==> config.mk <==
export PLATFORM = sky130hd
export DESIGN_NAME = mac6x6_accumulator
export DESIGN_NICKNAME = d
export VERILOG_FILES = /design/src/rtl/mac6x6_accumulator.sv
export SDC_FILE = /design/constraint.sdc
export NUM_CORES = 1
export LEC_CHECK = 0
export CORE_MARGIN = 3
export CORE_UTILIZATION = 38
export DETAILED_ROUTE_END_ITERATION = 7
export PLACE_DENSITY = 0.6
export SETUP_SLACK_MARGIN = 0.05
export SYNTH_ARGS = -nofsm -noshare
export SYNTH_HDL_FRONTEND = slang
export SYNTH_HIERARCHICAL = 1
export SYNTH_SLANG_ARGS = --single-unit
==> constraint.sdc <==
create_clock -name clk -period 7.2 [get_ports clk]
set_input_delay 1.44 -clock clk [delete_from_list [all_inputs] [get_ports clk]]
set_output_delay 1.44 -clock clk [all_outputs]
set_load 0.1 [all_outputs]
==> src/rtl/mac6x6_accumulator.sv <==
// rtl/mac6x6_accumulator.sv - pipelined saturating multiply-accumulate stage around a 6x6 multiplier

// Combinational 6x6 unsigned multiplier built as a shift-and-add partial product array.
module multiply6x6 (
    input  logic [5:0]  a,
    input  logic [5:0]  b,
    output logic [11:0] p
);

    // Sum the six shifted partial products.
    always_comb begin
        p = '0;
        for (int i = 0; i < 6; i++) begin
            if (b[i]) begin
                p = p + (12'(a) << i);
            end
        end
    end

endmodule

// Burst dot-product unit: operand regs -> product reg -> saturating accumulator.
module mac6x6_accumulator #(
    parameter int ACC_W = 16,
    parameter int LEN_W = 4
) (
    input  logic             clk,
    input  logic             rst,
    input  logic             start,
    input  logic [LEN_W-1:0] len,
    input  logic             in_valid,
    output logic             in_ready,
    input  logic [5:0]       a,
    input  logic [5:0]       b,
    output logic             busy,
    output logic             out_valid,
    input  logic             out_ready,
    output logic [ACC_W-1:0] acc_out,
    output logic             overflow
);

    typedef enum logic [1:0] {
        S_IDLE = 2'd0,
        S_RUN  = 2'd1,
        S_DONE = 2'd2
    } state_t;

    state_t           state;
    state_t           state_nxt;
    logic [LEN_W-1:0] remaining;
    logic [5:0]       opa;
    logic [5:0]       opb;
    logic             s1_valid;
    logic [11:0]      prod;
    logic             s2_valid;
    logic [ACC_W-1:0] acc;
    logic             ovf;
    logic [11:0]      mult_p;
    logic             accept;
    logic [ACC_W:0]   sum_ext;

    multiply6x6 u_mult (
        .a (opa),
        .b (opb),
        .p (mult_p)
    );

    assign accept  = (state == S_RUN) && in_valid && (remaining != '0);
    assign sum_ext = {1'b0, acc} + {{(ACC_W + 1 - 12){1'b0}}, prod};

    // State register.
    always_ff @(posedge clk or posedge rst) begin
        if (rst) begin
            state <= S_IDLE;
        end else begin
            state <= state_nxt;
        end
    end

    // Next-state logic; the last product is accumulated on the edge that enters DONE.
    always_comb begin
        state_nxt = state;
        case (state)
            S_IDLE: begin
                if (start) begin
                    state_nxt = (len == '0) ? S_DONE : S_RUN;
                end
            end
            S_RUN: begin
                if ((remaining == '0) && !s1_valid) begin
                    state_nxt = S_DONE;
                end
            end
            S_DONE: begin
                if (out_ready) begin
                    state_nxt = S_IDLE;
                end
            end
            default: state_nxt = S_IDLE;
        endcase
    end

    // Output decode from registered state only.
    always_comb begin
        in_ready  = (state == S_RUN) && (remaining != '0);
        busy      = (state != S_IDLE);
        out_valid = (state == S_DONE);
    end

    assign acc_out  = acc;
    assign overflow = ovf;

    // Datapath: burst setup in IDLE, three-stage pipeline in RUN, everything held in DONE.
    always_ff @(posedge clk or posedge rst) begin
        if (rst) begin
            remaining <= '0;
            opa       <= '0;
            opb       <= '0;
            s1_valid  <= 1'b0;
            prod      <= '0;
            s2_valid  <= 1'b0;
            acc       <= '0;
            ovf       <= 1'b0;
        end else begin
            case (state)
                S_IDLE: begin
                    if (start) begin
                        remaining <= len;
                        acc       <= '0;
                        ovf       <= 1'b0;
                        s1_valid  <= 1'b0;
                        s2_valid  <= 1'b0;
                    end
                end
                S_RUN: begin
                    s1_valid <= accept;
                    if (accept) begin
                        opa       <= a;
                        opb       <= b;
                        remaining <= remaining - LEN_W'(1);
                    end
                    prod     <= mult_p;
                    s2_valid <= s1_valid;
                    if (s2_valid) begin
                        if (sum_ext[ACC_W]) begin
                            acc <= '1;
                            ovf <= 1'b1;
                        end else begin
                            acc <= sum_ext[ACC_W-1:0];
                        end
                    end
                end
                default: begin
                end
            endcase
        end
    end

endmodule

# == Word level (Yosys, flattened, before mapping) ==
# Index checks and enable logic that the tools add are counted.
# classes
addsub,7
eq_ne,8
n_mux,24
n_reduce_logical,17
# ops
operator,count
12-bit two-way mux,5
16-bit two-way mux,3
16-bit one-hot mux with 2 select lines,1
16-bit by 12-bit adder with 17-bit output,1
12-bit by 10-bit adder with 12-bit output,1
12-bit by 11-bit adder with 12-bit output,1
12-bit by 7-bit adder with 12-bit output,1
12-bit by 8-bit adder with 12-bit output,1
12-bit by 9-bit adder with 12-bit output,1
3-bit AND reduction,3
4-bit logical NOT,2
2-bit two-way mux,4
4-bit two-way mux,2
"2-bit != test, second input constant",4
4-bit one-hot mux with 2 select lines,1
6-bit two-way mux,1
1-bit one-hot mux with 2 select lines,3
2-bit one-hot mux with 3 select lines,1
1-bit logical AND,4
"2-bit by 1-bit != test with 1-bit output, second input constant",2
2-bit AND reduction,2
4-bit AND reduction,1
2-bit nonzero test,2
4-bit nonzero test,1
6 further kinds,8
# word_totals
register_bits,49
inputBits,21
output_inout_bits,20
elab_cells,65

# == Depth between registers and ports, before layout ==
# Gate-level depths: netlist of the first run.
# logic_depth
word_depth,11
ltp_mapped,37

# == Hierarchy ==
# Netlist of the first run, hierarchy kept.
# modules_own_cells
module,instances,cells_per_inst,area_per_inst_um2,seq_area_each_um2
mac6x6_accumulator,1,257,2660.1,1226.2
multiply6x6,1,225,1625.3,0.0

# == Worst setup path after synthesis of the first run ==
# No wires, ideal clock.
# synth_path
path_type,reg-to-reg
startpoint,register opa[1]
endpoint,register prod[10]
setup_ns,0.116
arrival_ns,5.819
setup_slack_ns,1.265
path_stages_with_launch,35
period_less_slack_ns,5.935
path_cell_list,dfrtp_1 and2_1 ha_1 inv_1 fa_1 nand2b_1 a21oi_1 o21ai_1 nand3_1 o21ai_0 ha_1 o21a_1 or3_1 and3_1 nor2_1 inv_1 ha_1 o21ai_0 nor2_1 o21ai_0 a21boi_0 ha_1 nor2b_1 o21ai_0 o21ai_0 a21oi_1 ha_1 a21o_1 a21oi_1 o21bai_1 a21oi_1 xor2_1 o21ai_0 nand2_1 nand2_1
# synth_between
elab_chain_len,11
# synth_lines
element,line_no,text
start: declaration,51,logic [5:0] opa;
start signal: assignment,117,opa <= '0;
start signal: assignment,138,opa <= a;
6-bit two-way mux,14,if (b[i]) begin
12-bit by 7-bit adder with 12-bit output,15,p = p + (12'(a) << i);
12-bit two-way mux,14,
12-bit by 8-bit adder with 12-bit output,15,
12-bit two-way mux,14,
12-bit by 9-bit adder with 12-bit output,15,
12-bit two-way mux,14,
12-bit by 10-bit adder with 12-bit output,15,
12-bit two-way mux,14,
12-bit by 11-bit adder with 12-bit output,15,
12-bit two-way mux *,14,
named net mult_p[10],58,logic [11:0] mult_p;
end signal: assignment,142,prod <= mult_p;
end: declaration,54,logic [11:0] prod;
# The timed path passes the listed nets; every way through them passes the cells marked *.
# A chain may end at the register's enable or synchronous reset.

# == Final worst setup path of the first run ==
# layout_path
startpoint,register opb[0]
endpoint,register prod[9]
# layout_between
elab_chain_len,11
# layout_lines
element,line_no,text
start: declaration,52,logic [5:0] opb;
start signal: assignment,118,opb <= '0;
start signal: assignment,139,opb <= b;
6-bit two-way mux *,14,
12-bit by 7-bit adder with 12-bit output,15,
12-bit two-way mux *,14,
12-bit by 8-bit adder with 12-bit output,15,
12-bit two-way mux *,14,
12-bit by 9-bit adder with 12-bit output,15,
12-bit two-way mux *,14,
12-bit by 10-bit adder with 12-bit output,15,
12-bit two-way mux *,14,
12-bit by 11-bit adder with 12-bit output,15,
12-bit two-way mux *,14,
named net mult_p[9],58,
# Marked as above.

==> impl_metrics.toml, run 1 <==
[min_path]
holdPathEnd = "prod[6]"
hold_class = "reg -> reg"
min-delay-start = "prod[6]"
hold_depth = 2

[logic_synthesis]
synth_cell_types = 71
async_flop_share_pct = 100.0
netlist_instances = 482
yosys_most_used_dff = "dfrtp_1"
yosysSeqAreaShare_pct = 28.61
syn_avg_cell_area_um2 = 8.891
synth_enable_flop_cells = 0
syn_nets = 550
synth-seq-cells = 49
mappedNetlistArea_um2 = 4285
yosysWarnings = 6

[timing]
holdWs_ps = 485.7
totalNegativeSetupSlack_ps = 0
setup_viol = 0
timing.fmax_ghz = 0.1514
period_share_pct = 91.71
worst_pin_slew_ps = 984.0
timing.slew.headroom_pct = 34.20
rsz0062_at_grt = "no"
hold_violations = 0
fin_crit_ps = 6603
slew_violations = 0
fin_skew_ps = 3.640

[critical_path]
crit_buf_inv = 3
cp-startpoint = "opb[0]"
r2r_cells = 31
crit_path_top_delay_cell = "dfrtp_2"
slowest_delay_ps = 480
r2r-start = "opb[0]"
cp_data_required_time_ps = 7390
path_delay_family = "compound AO/OA/AOI/OAI gates"
critical_path_class = "reg -> reg"
crit_arrival_ps = 6790
cp_common_cell = "ha_1"
worstPathMaxFanout = 12
cp-end-kind = "flop"
r2r_end = "prod[9]"
crit_path_start_kind = "flop"
rrSetupSlack_ps = 600

[detailed_routing]
vias = 3678
drt_pass1_iterations = 4
wire_per_inst_um = 15.47
drcViolationCount = 0
ant_nets = 0
vias_per_cell = 5.598
drt_iter0_drc = 206
routed_wl_um = 10160

[clock_tree]
numCtsBuffers = 5
cts_setup_buffers = 0
clkSinkCount = 49
cts_root_buf = "clkbuf_16"
htreeDepth = 2
clk_pin_slew_ps = 70
cts_tree = "yes"
ctsHoldBuffers = 0
clockBufferDepth = 2
cts_resized = 0
insertion_delay_ps = 290

[die]
rows = 38
core-area_um2 = 10940
design.die.area_um2 = 12590
dieWidth_um = 112.2
start_util_pct = 39.19
fp.dieH_um = 112.2
pin_count = 41

[final_layout]
area_delta_synth_final_pct = 16.26
drive_gt1_share_pct = 11.41
num_antenna_cells = 0
nNetsFinal = 584

[run_status]
status = "finished, final reports clean"

[place]
gp_congestion = 0.8357
dp_hpwl_um = 7891
port_buffers = 40

[global_route]
grt_pass1_vias = 3563
grt_overflow = 0
grt_usage_pct = 16.53
grt_max_degree = 50
grt_pass1_wl_um = 17420
antenna_found_initial = 0

[run]
cap_violations = 0
-- tightest hold or removal path: cells and delay by family (launching register included) --
family	cells	cell delay (ps)
AND/OR/NAND/NOR	2	100
flip-flops	1	350
-- metal layers --
layer	track usage [%]	vias up	part of all wire, %
met4	3.686	0	1.1
met3	2.372	9	3.0
li1	-	1821	-
met1	22.67	1797	47
met5	0	-	0
met2	27.77	51	49
-- cells in the final DEF (no fill, tap or decap), drive strengths merged, types with 4 or more instances in the layout --
cell type / n
or3: 5
xor2: 10
a21o: 9
nand2: 59
mux2: 19
nor3: 7
o21a: 6
inv: 30
and2: 5
o21ai: 30
nor2: 33
xnor2: 11
a21oi: 34
nor2b: 10
nor3b: 7
buf: 4
clkdlybuf4s50: 40
fa: 6
a211oi: 10
and3: 4
a221o: 12
nand3: 13
ha: 41
clkbuf: 6
dfrtp: 49
-- cell type report --
cell class,count,area (um^2)
fillers,1067,5953
well taps,140,175.2
multi-input cells,386,2868
clock buffers,6,128.9
clock inverters,2,38.79
flip-flops and latches,49,1229
inverters,30,112.6
repair buffers,44,430.4
-- cell families after synthesis --
logic type / count (synthesis) / synth area share [%]
AND/OR/NAND/NOR: 162 / 19.07
multiplexers: 22 / 5.781
XOR/XNOR: 21 / 4.292
AO/OA/AOI/OAI: 134 / 22.57
adder cells (fa/ha/maj): 47 / 14.77
buffers and inverters: 47 / 4.905
flip-flops: 49 / 28.61
-- sequential cells by signal, summed over array words and instances, names as in the netlist --
name	count
opa	6
acc_out	16
s2_valid	1
opb	6
remaining	4
overflow	1
prod	12
state	2
s1_valid	1
-- synth_stat cells (all sizes together), types with 2 or more instances --
cell / number / area share, %
a2111oi: 2 / 0.85
mux2: 19 / 5.1
fa: 6 / 2.8
o211ai: 3 / 0.76
a211oi: 10 / 2.2
a22oi: 2 / 0.35
nor2: 33 / 2.9
nor2b: 10 / 1.5
nand2b: 3 / 0.44
o31ai: 3 / 0.53
a21o: 9 / 1.6
and3: 4 / 0.61
nand3: 13 / 1.5
mux2i: 3 / 0.70
o21bai: 3 / 0.53
nor4: 3 / 0.58
and4: 2 / 0.41
a31oi: 3 / 0.44
nor3b: 7 / 1.2
xnor2: 11 / 2.2
a221oi: 2 / 0.55
o21ai: 30 / 3.6
or3: 5 / 0.85
o21a: 6 / 1.1
o22ai: 3 / 0.58
o221ai: 2 / 0.41
nand4: 3 / 0.79
nor3: 7 / 0.82
nor4bb: 2 / 0.47
a211o: 2 / 0.41
buf: 6 / 1.3
a21oi: 34 / 4.1
a21boi: 3 / 0.61
clkbuf: 11 / 0.96
and2: 5 / 0.79
a221o: 12 / 2.9
dfrtp: 49 / 29
inv: 30 / 2.6
ha: 41 / 12
xor2: 10 / 2.0
nand2: 59 / 5.2
-- how the worst max path moves through the flow --
stage | endpoint | cells after the start
finish | prod[9] | 31
global route | prod[9] | 35
CTS | prod[10] | 34
detailed placement | prod[10] | 34
global placement | prod[10] | 34
floorplan | prod[10] | 34
-- per-stage QoR --
step / instance area (um^2) / setup WS (ps) / utilization, % / instances
6_report: 4982 / 597.1 / 45.56 / 657
5_1_grt: 4982 / 93.97 / 45.56 / 657
4_1_cts: 4961 / 411.1 / 45.37 / 657
3_5_place_dp: 4793 / 437.2 / 43.83 / 649
3_3_place_gp: 4793 / 597.7 / 43.83 / 649
2_1_floorplan: 4285 / 1265 / - / 482
Power of run 1 is left out: the tool's default activity adds up to more than one toggle a clock period on the data nets, which glitch-free logic cannot reach.
==> run 2, diff against run 1 <==
--- a/config.mk
+++ b/config.mk
@@ -8,7 +8,7 @@
 export CORE_MARGIN = 3
 export CORE_UTILIZATION = 38
 export DETAILED_ROUTE_END_ITERATION = 7
-export PLACE_DENSITY = 0.6
+export PLACE_DENSITY = 0.66
 export SETUP_SLACK_MARGIN = 0.05
 export SYNTH_ARGS = -nofsm -noshare
 export SYNTH_HDL_FRONTEND = slang
==> run 2 against run 1 <==
  * First-iteration DRC count rose by 14%
  * Hold slack got worse by 2.7 ps
  * Largest cell class unchanged
  * Via count rose by 1.0%
  * Critical path type unchanged
  * Clock skew rose by 3.9 ps
  * Highest routed layer unchanged
  * Design area grew 0.15%
  * Register-to-register slack lost 30 ps
  * Non-clock buffer count grew 4
  * Die area is the same
  * Global-route usage is 0.083 points higher
  * Sequential share of layout area barely moved
  * Routed wire length rose by 0.13%
  * Cell count up 0.61%
==> impl_metrics.toml, run 2 (same netlist as run 1, synthesis figures left out) <==
[place]
port_buffers = 40
gp_congestion = 0.8811
dp_hpwl_um = 7714
post-place-cells = 648

[detailed_routing]
wire_per_inst_um = 15.39
drt_iter0_drc = 234
vias_per_cell = 5.622
vias = 3716
drcViolationCount = 0
routed_wl_um = 10180
ant_nets = 0
drt_pass1_iterations = 6

[critical_path]
worstPathMaxFanout = 7
r2r_cells = 34
cp-startpoint = "opa[1]"
crit_arrival_ps = 6820
r2r-start = "opa[1]"
cp_common_cell = "o21ai_0"
cp-end-kind = "flop"
critical_path_class = "reg -> reg"
crit_path_start_kind = "flop"
crit_path_top_delay_cell = "dfrtp_2"
slowest_delay_ps = 420
cp_data_required_time_ps = 7390

[run]
cap_violations = 0

[die]
pin_count = 41
start_util_pct = 39.19
dieWidth_um = 112.2
rows = 38
fp.dieH_um = 112.2
core-area_um2 = 10940
design.die.area_um2 = 12590

[global_route]
antenna_found_initial = 0
grt_max_degree = 50
grt_overflow = 0
grt_pass1_vias = 3712
grt_usage_pct = 16.61
grt_pass1_wl_um = 17530

[final_layout]
nNetsFinal = 588
n_fill_cell = 1076
ff_latch_area_um2 = 1229
multi_input_area_um2 = 2870
num_antenna_cells = 0
largest_register_ffs = 16
layout_commonest_cell = "nand2_1"
area_delta_synth_final_pct = 16.44
fin_cells = 661
postLayoutCoreUtil_pct = 45.63
final_cell_mix = "nand2_1 (59), dfrtp_1 (47), ha_1 (41)"
drive_gt1_share_pct = 12.28

[timing]
period_share_pct = 92.13
setup_viol = 0
timing.slew.headroom_pct = 24.32
totalNegativeSetupSlack_ps = 0
rsz0062_at_grt = "no"
timing.fmax_ghz = 0.1508
fin_skew_ps = 7.548
slew_violations = 0
worst_pin_slew_ps = 1133
fin_crit_ps = 6633
hold_violations = 0

[clock_tree]
clockBufferDepth = 2
cts_root_buf = "clkbuf_16"
numCtsBuffers = 5
clk_pin_slew_ps = 70
cts_tree = "yes"
insertion_delay_ps = 300
clkSinkCount = 49
htreeDepth = 2
ctsHoldBuffers = 0

[min_path]
hold_class = "reg -> reg"
min-delay-start = "prod[3]"
hold_depth = 2

[run_status]
status = "finished, final reports clean"
run 2: final timing paths:
kind / to / slack [ps]
hold / removal: prod[3] / 480
setup reg to reg: prod[10] / 570
max in group asynchronous: opa[1] / 5090
setup / recovery: prod[10] / 570
hold reg to reg: prod[3] / 480
min in group asynchronous: opb[5] / 1630
run 2: timing repair:
action | 4_1_cts | 5_1_grt
resized for setup | 0 | 8
setup endpoints to repair | 0 | 4
setup buffers | 0 | 5
run 2: cell type report:
cell class | instances | share of cell area, %
Clock buffer | 6 | 2.583
Clock inverter | 2 | 0.2758
Inverter | 30 | 2.257
Multi-Input combinational cell | 386 | 57.52
Sequential cell | 49 | 24.62
Tap cell | 140 | 3.511
Timing Repair Buffer | 48 | 9.228
run 2: critical path, delay by kind of cell (launching register included):
family,cells,cell delay [ps]
XOR/XNOR,2,390
AO/OA/AOI/OAI,13,2130
buffers and inverters,3,220
flip-flops,1,420
AND/OR/NAND/NOR,10,1540
adder cells (fa/ha/maj),6,1810
run 2: per-layer routing:
layer  share of wire (%)  routed length, um  up-vias  GRT usage (%)
met1                  45               4562     1791          21.56
met5                   0                  0        -              0
met4                 1.8                180        0          5.208
met3                 4.5                461       18          2.911
met2                  49               4971       75          28.21
li1                    -                  -     1832              -
run 2: stage by stage:
stage               setup WS, ps  hold WS (ps)  cell area, um^2
detailed placement         345.1         475.7             4786
floorplan                   1265         449.8             4285
global placement           450.3         468.0             4786
global route               42.50         519.9             4990
CTS                        281.7         493.8             4928
finish                     566.9         483.0             4990
Power of run 2 is left out for the same reason.
